[src/rtl/i2c_eeprom_slave.sv]
// i2c_eeprom_slave: I2C slave emulating a 24Cxx-style EEPROM with an 8-bit auto-incrementing word pointer.
// Ports:
//   clk      system clock, at least 16x the SCL frequency
//   rst      asynchronous active-high reset
//   scl_i    bus SCL level from the pad (input only, never stretched)
//   sda_i    bus SDA level from the pad
//   sda_oe_o 1 pulls SDA low, 0 releases it to the pull-up
//   busy_o   1 from START until STOP or return to idle
module i2c_eeprom_slave #(
    parameter logic [6:0] ADDRESS    = 7'b1010_000,
    parameter int         MEM_DEPTH  = 256,
    parameter logic [7:0] RESET_BYTE = 8'hFF
) (
    input  logic clk,
    input  logic rst,
    input  logic scl_i,
    input  logic sda_i,
    output logic sda_oe_o,
    output logic busy_o
);
    localparam int AW = $clog2(MEM_DEPTH);
    typedef enum logic [3:0] {
        S_IDLE, S_ADDR, S_ADDR_ACK, S_IGNORE, S_WADDR, S_WADDR_ACK,
        S_WDATA, S_WDATA_ACK, S_RDATA, S_RACK
    } state_t;
    state_t        r_state;
    logic          r_scl_s1, r_scl_s2, r_scl_d;
    logic          r_sda_s1, r_sda_s2, r_sda_d;
    logic [3:0]    r_cnt;
    logic [7:0]    r_sr;
    logic          r_rw;
    logic          r_nack;
    logic [AW-1:0] r_ptr;
    logic [7:0]    r_mem [MEM_DEPTH];
    logic          r_oe;
    logic          r_busy;
    logic          w_scl_rise, w_scl_fall, w_start, w_stop, w_shift;
    logic [7:0]    w_byte, w_rd;
    logic [AW-1:0] w_ptr_inc;
    assign w_scl_rise = r_scl_s2 & ~r_scl_d;
    assign w_scl_fall = ~r_scl_s2 & r_scl_d;
    assign w_start    = r_scl_s2 & r_scl_d & ~r_sda_s2 & r_sda_d;
    assign w_stop     = r_scl_s2 & r_scl_d & r_sda_s2 & ~r_sda_d;
    assign w_byte     = {r_sr[6:0], r_sda_s2};
    assign w_rd       = r_mem[r_ptr];
    assign w_ptr_inc  = (r_ptr == AW'(MEM_DEPTH - 1)) ? '0 : r_ptr + AW'(1);
    // States that shift master bits in on SCL rise (until 8 bits are held)
    assign w_shift    = (r_state == S_ADDR || r_state == S_WADDR || r_state == S_WDATA) && r_cnt != 4'd8;
    assign sda_oe_o   = r_oe;
    assign busy_o     = r_busy;
    always_ff @(posedge clk or posedge rst) begin
        if (rst) begin
            {r_scl_s1, r_scl_s2, r_scl_d} <= 3'b111;
            {r_sda_s1, r_sda_s2, r_sda_d} <= 3'b111;
            r_state <= S_IDLE;
            r_cnt   <= '0;
            r_sr    <= '0;
            r_rw    <= 1'b0;
            r_nack  <= 1'b0;
            r_ptr   <= '0;
            r_oe    <= 1'b0;
            r_busy  <= 1'b0;
            for (int i = 0; i < MEM_DEPTH; i++) r_mem[i] <= RESET_BYTE;
        end else begin
            {r_scl_s1, r_scl_s2, r_scl_d} <= {scl_i, r_scl_s1, r_scl_s2};
            {r_sda_s1, r_sda_s2, r_sda_d} <= {sda_i, r_sda_s1, r_sda_s2};
            if (w_start) begin
                r_state <= S_ADDR;
                r_cnt   <= '0;
                r_busy  <= 1'b1;
                r_oe    <= 1'b0;
            end else if (w_stop) begin
                r_state <= S_IDLE;
                r_busy  <= 1'b0;
                r_oe    <= 1'b0;
            end else if (w_scl_rise) begin
                if (w_shift) begin
                    r_sr  <= w_byte;
                    r_cnt <= r_cnt + 4'd1;
                    // Commit on the 8th rise so a byte cut short by STOP never lands
                    if (r_state == S_WDATA && r_cnt == 4'd7) begin
                        r_mem[r_ptr] <= w_byte;
                        r_ptr        <= w_ptr_inc;
                    end
                end
                if (r_state == S_RACK) r_nack <= r_sda_s2;
            end else if (w_scl_fall) begin
                case (r_state)
                    S_ADDR: if (r_cnt == 4'd8) begin
                        r_rw    <= r_sr[0];
                        r_oe    <= r_sr[7:1] == ADDRESS;
                        r_state <= (r_sr[7:1] == ADDRESS) ? S_ADDR_ACK : S_IGNORE;
                    end
                    S_ADDR_ACK: begin
                        r_cnt   <= '0;
                        r_sr    <= w_rd;
                        // Read: first data bit replaces the ACK on this same fall
                        r_oe    <= r_rw ? ~w_rd[7] : 1'b0;
                        r_state <= r_rw ? S_RDATA : S_WADDR;
                    end
                    S_WADDR: if (r_cnt == 4'd8) begin
                        r_ptr   <= r_sr[AW-1:0];
                        r_oe    <= 1'b1;
                        r_state <= S_WADDR_ACK;
                    end
                    S_WDATA: if (r_cnt == 4'd8) begin
                        r_oe    <= 1'b1;
                        r_state <= S_WDATA_ACK;
                    end
                    S_WADDR_ACK, S_WDATA_ACK: begin
                        r_oe    <= 1'b0;
                        r_cnt   <= '0;
                        r_state <= S_WDATA;
                    end
                    S_RDATA: if (r_cnt == 4'd7) begin
                        r_oe    <= 1'b0;
                        r_ptr   <= w_ptr_inc;
                        r_state <= S_RACK;
                    end else begin
                        r_sr  <= {r_sr[6:0], 1'b0};
                        r_oe  <= ~r_sr[6];
                        r_cnt <= r_cnt + 4'd1;
                    end
                    S_RACK: begin
                        r_cnt   <= '0;
                        r_sr    <= w_rd;
                        r_oe    <= r_nack ? 1'b0 : ~w_rd[7];
                        r_state <= r_nack ? S_IGNORE : S_RDATA;
                    end
                    default: ;
                endcase
            end
        end
    end
endmodule

[config.mk]
export PLATFORM = sky130hd
export DESIGN_NAME = i2c_eeprom_slave
export DESIGN_NICKNAME = d
export VERILOG_FILES = /design/src/rtl/i2c_eeprom_slave.sv
export SDC_FILE = /design/constraint.sdc
export NUM_CORES = 2
export LEC_CHECK = 0
export CAP_MARGIN = 10
export CELL_PAD_IN_SITES_DETAIL_PLACEMENT = 0
export CELL_PAD_IN_SITES_GLOBAL_PLACEMENT = 1
export CORE_UTILIZATION = 45
export CTS_BUF_LIST = sky130_fd_sc_hd__clkbuf_16
export DETAILED_ROUTE_END_ITERATION = 10
export HOLD_SLACK_MARGIN = 0.12
export PLACE_DENSITY = 0.75
export SLEW_MARGIN = 20
export SYNTH_ARGS = -nofsm -noshare
export SYNTH_HDL_FRONTEND = slang
export SYNTH_SLANG_ARGS = --single-unit
[constraint.sdc]
create_clock -name clk -period 156.2 [get_ports clk]
set_clock_uncertainty 0.2 [all_clocks]
set_input_delay 39.05 -clock clk [delete_from_list [all_inputs] [get_ports clk]]
set_output_delay 39.05 -clock clk [all_outputs]
set_load 0.01 [all_outputs]
==> impl_metrics.csv <==
group,metric,value,unit
critical_path,reg2reg_depth,9,
clock_network,cts_resized,0,
sta,slew_headroom,20.0,%
critical_path,max_stage_delay,0.89,ns
yosys,ys_async_sr_fraction,100,%
status,outcome,"complete, no violations",
sta,tightest_slew,1.20,ns
grt,grt_max_degree,245,
yosys,netlist_area,98600,sq um
die,die_h,470,um
die,start_util,45.3,%
clock_network,post_cts_buffers,0,
critical_path,slowest_stage,"buf_4",
clock_network,cts_hold_buffers,0,
drt,drtIter0Drc,3947,
grt,antenna_found_initial,8,
yosys,synthXorXnorAreaFrac,0,%
clock_network,numCtsBuffers,216,
placement,gp_congestion,0.876,
power_and_ir_drop,clockPowerShare,44.2,%
critical_path,crit_family,"buffers and inverters",
critical_path,rr_startpoint,"r_ptr[0]$_DFFE_PP0P_",
die,ios,6,
power_and_ir_drop,seq_power_share,50.0,%
min_path,whs_path_depth,0,
drt,finalWirelength,255000,um
die,row_count,171,
critical_path,critPathRequiredTime,156.92,ns
clock_network,clk_pin_slew,0.06,ns
yosys,synthSimpleGateAreaFrac,3.20,%
yosys,ys_seq_area_share,55.5,%
yosys,synth-seq-cells,2082,
drt,num_vias,53300,
yosys,muxShareOfSynthArea,37.8,%
yosys,synth_compound_area_share,1.31,%
yosys,synth_top_family_by_area,"multiplexers",
sta,tns,0,ns
yosys,ys_warn_count,0,
yosys,netlist_instances,5936,
die,die_w,470,um
power_and_ir_drop,power.leakage,41.9,nW
power_and_ir_drop,swShare,26.0,%
cells_and_area,nNetsFinal,5850,
drt,ant_nets,0,
cells_and_area,final_cells,8874,
critical_path,arrival,44.39,ns
critical_path,worst_r2r_endpoint,"r_sr[0]$_DFFE_PP0P_",
clock_network,htree_levels,4,
critical_path,path_depth,8,
critical_path,critPathMostFrequentCell,"buf_4",
yosys,synth.distinct_cells,74,
min_path,hp-start,"r_scl_s1$_DFF_PP1_",
critical_path,startpoint,"rst",
cells_and_area,drive_above_1_share,86.9,%
power_and_ir_drop,internal_power,0.827,mW
power_and_ir_drop,switchingPower,0.291,mW
critical_path,path_cells,"clkdlybuf4s50_1 -> inv_8 -> buf_12 -> buf_4 -> buf_4 -> buf_4 -> buf_16 -> buf_4",
critical_path,r2r_slack,150.37,ns
sta,finalSetupViolCount,0,
sta,rsz0062_at_grt,"no",
critical_path,critPathLaunchType,"primary input",
min_path,hold_class,"flip-flop to flip-flop",
yosys,synthAdderAreaFrac,0.114,%
clock_network,clock-sinks,2082,
grt,grt_pass1_vias,55900,
drt,avgRoutedWirePerCell,28.7,um
clock_network,cts_root_buffer,"clkbuf_16",
grt,grt-ovfl-total,0,
placement,dp_hpwl,157000,um
yosys,synth_ff_type,"dfstp_2",
grt,gr-usage-all-layers,23.2,%
die,coreArea,217000,sq um
die,die_area,221000,sq um
sta,min_period,43.66,ns
sta,report.final.slew_viol_count,0,
placement,portBuffers,5,
critical_path,cp_max_fo,162,
sta,period_share,28.0,%
sta,fmax,0.0229,GHz
drt,firstDrtPassIters,5,
drt,drc,0,
critical_path,end_kind,"asynchronous set/reset pin",
power_and_ir_drop,ir_drop,0.00995,mV
cells_and_area,syn_to_final_growth,9.65,%
yosys,synth_edf_count,0,
power_and_ir_drop,p_per_area,10.3,nW/um^2
yosys,synth_nets,5949,
clock_network,clockBufferDepth,3,
placement,dp.cells,8468,
critical_path,critPathKind,"primary input to asynchronous set/reset pin",
critical_path,path_buf_inv,8,
yosys,synth_area_per_cell,16.6,sq um
grt,grt_pass1_wl,386000,um
min_path,min_to,"r_scl_s2$_DFF_PP1_",
clock_network,clk_latency,0.85,ns
clock_network,cts_tree,"done",
flow_run,maxCapViolCount,0,
cells_and_area,fillers,18100,
drt,vias_per_cell,6.00,
power_and_ir_drop,combPwrFrac,5.8,%
sta,hold_viol,0,
==> registers in the layout, summed over array words and instances, names as in the netlist, 4 cells and up <==
| register | cells |
|---|---|
| r_mem | 2048 |
| r_ptr | 8 |
| r_sr | 8 |
| r_cnt | 4 |
| r_state | 4 |
==> cell usage in the layout (no fill, tap or decap), drive strengths merged, types with 6 or more instances in the layout <==
| cell | instances |
|---|---|
| dfstp | 2054 |
| mux2 | 2026 |
| mux4 | 625 |
| nor2 | 289 |
| clkbuf | 219 |
| buf | 111 |
| nand2 | 107 |
| clkinv | 103 |
| inv | 74 |
| o21ai | 60 |
| a22oi | 42 |
| a21oi | 28 |
| dfrtp | 28 |
| nand3 | 26 |
| nor3 | 23 |
| mux2i | 20 |
| nor2b | 20 |
| bufinv | 13 |
| nand2b | 12 |
| nand4 | 10 |
| ha | 9 |
| a211oi | 8 |
| o22ai | 6 |
| a31oi | 6 |
| a22o | 6 |
| nor3b | 6 |
==> per-layer routing <==
| layer | part of all wire (%) | vias up | GRT usage (%) |
|---|---|---|---|
| li1 | - | 22100 | - |
| met1 | 44 | 29500 | 32.9 |
| met2 | 47 | 1279 | 35.4 |
| met3 | 6.0 | 418 | 5.09 |
| met4 | 3.4 | 8 | 7.68 |
| met5 | 0.028 | - | 0 |
==> power groups by stage <==
stage | Clock [mW] | Sequential [mW] | Combinational, mW
after CTS | 0.506 | 0.561 | 0.0604
after global routing | 0.528 | 0.559 | 0.0699
final | 0.494 | 0.559 | 0.0648
after detailed placement | 0 | 0.568 | 0.0602
after floorplan | 0 | 0.547 | 0.0475
after global placement | 0 | 0.568 | 0.0583
==> final cells by class <==
| type | count | area (sq um) | share of cell area [%] |
|---|---|---|---|
| clock inverters | 179 | 1260 | 1.16 |
| clock buffers | 219 | 5480 | 5.07 |
| inverters | 15 | 63.8 | 0.0590 |
| diodes | 3 | 7.51 | 0.00695 |
| well taps | 2854 | 3570 | 3.30 |
| repair buffers | 116 | 1130 | 1.04 |
| multi-input cells | 3406 | 41900 | 38.7 |
| flip-flops and latches | 2082 | 54700 | 50.6 |
==> through the flow <==
| stage | hold slack, ns | util, % | instance area (sq um) | power, mW | setup slack [ns] |
|---|---|---|---|---|---|
| floorplan | 0.145 | - | 98600 | 0.595 | 61.54 |
| global placement | 0.146 | 46.5 | 101000 | 0.626 | 111.51 |
| detailed placement | 0.149 | 46.5 | 101000 | 0.629 | 111.32 |
| CTS | 0.159 | 49.6 | 108000 | 1.13 | 112.23 |
| global route | 0.163 | 49.7 | 108000 | 1.16 | 111.80 |
| finish | 0.156 | 49.7 | 108000 | 1.12 | 112.54 |
==> worst max path at each step <==
| stage | endpoint |
|---|---|
| 3_3_place_gp | r_mem[162]$_DFFE_PP1P_ |
| 2_1_floorplan | busy_o$_DFFE_PP0N_ |
| 3_5_place_dp | r_mem[170]$_DFFE_PP1P_ |
| 6_report | r_mem[166]$_DFFE_PP1P_ |
| 4_1_cts | r_mem[161]$_DFFE_PP1P_ |
| 5_1_grt | r_cnt[2]$_DFFE_PP0P_ |
==> kinds of logic after synthesis <==
kind of cell | Yosys count
buf+inv | 448
simple gates | 531
fa+ha+maj | 9
compound gates | 195
mux | 2671
flops | 2082
==> synth_stat cells (22+ instances only) <==
cell type,instances,area share (%)
dfrtp_1,28,0.71
a22oi_1,42,0.32
nor2_1,180,0.69
mux2_4,40,0.61
nand2_1,103,0.39
o21ai_0,60,0.30
mux2_2,1966,22
buf_1,24,0.091
mux4_2,617,14
nor2_8,30,0.61
nor2_2,59,0.37
buf_4,25,0.19
clkbuf_1,263,1.0
nor3_1,22,0.11
nand3_1,25,0.13
buf_2,101,0.51
a21oi_1,28,0.14
dfstp_2,2054,55
No activity file was read; power rests on OpenSTA's default activity.
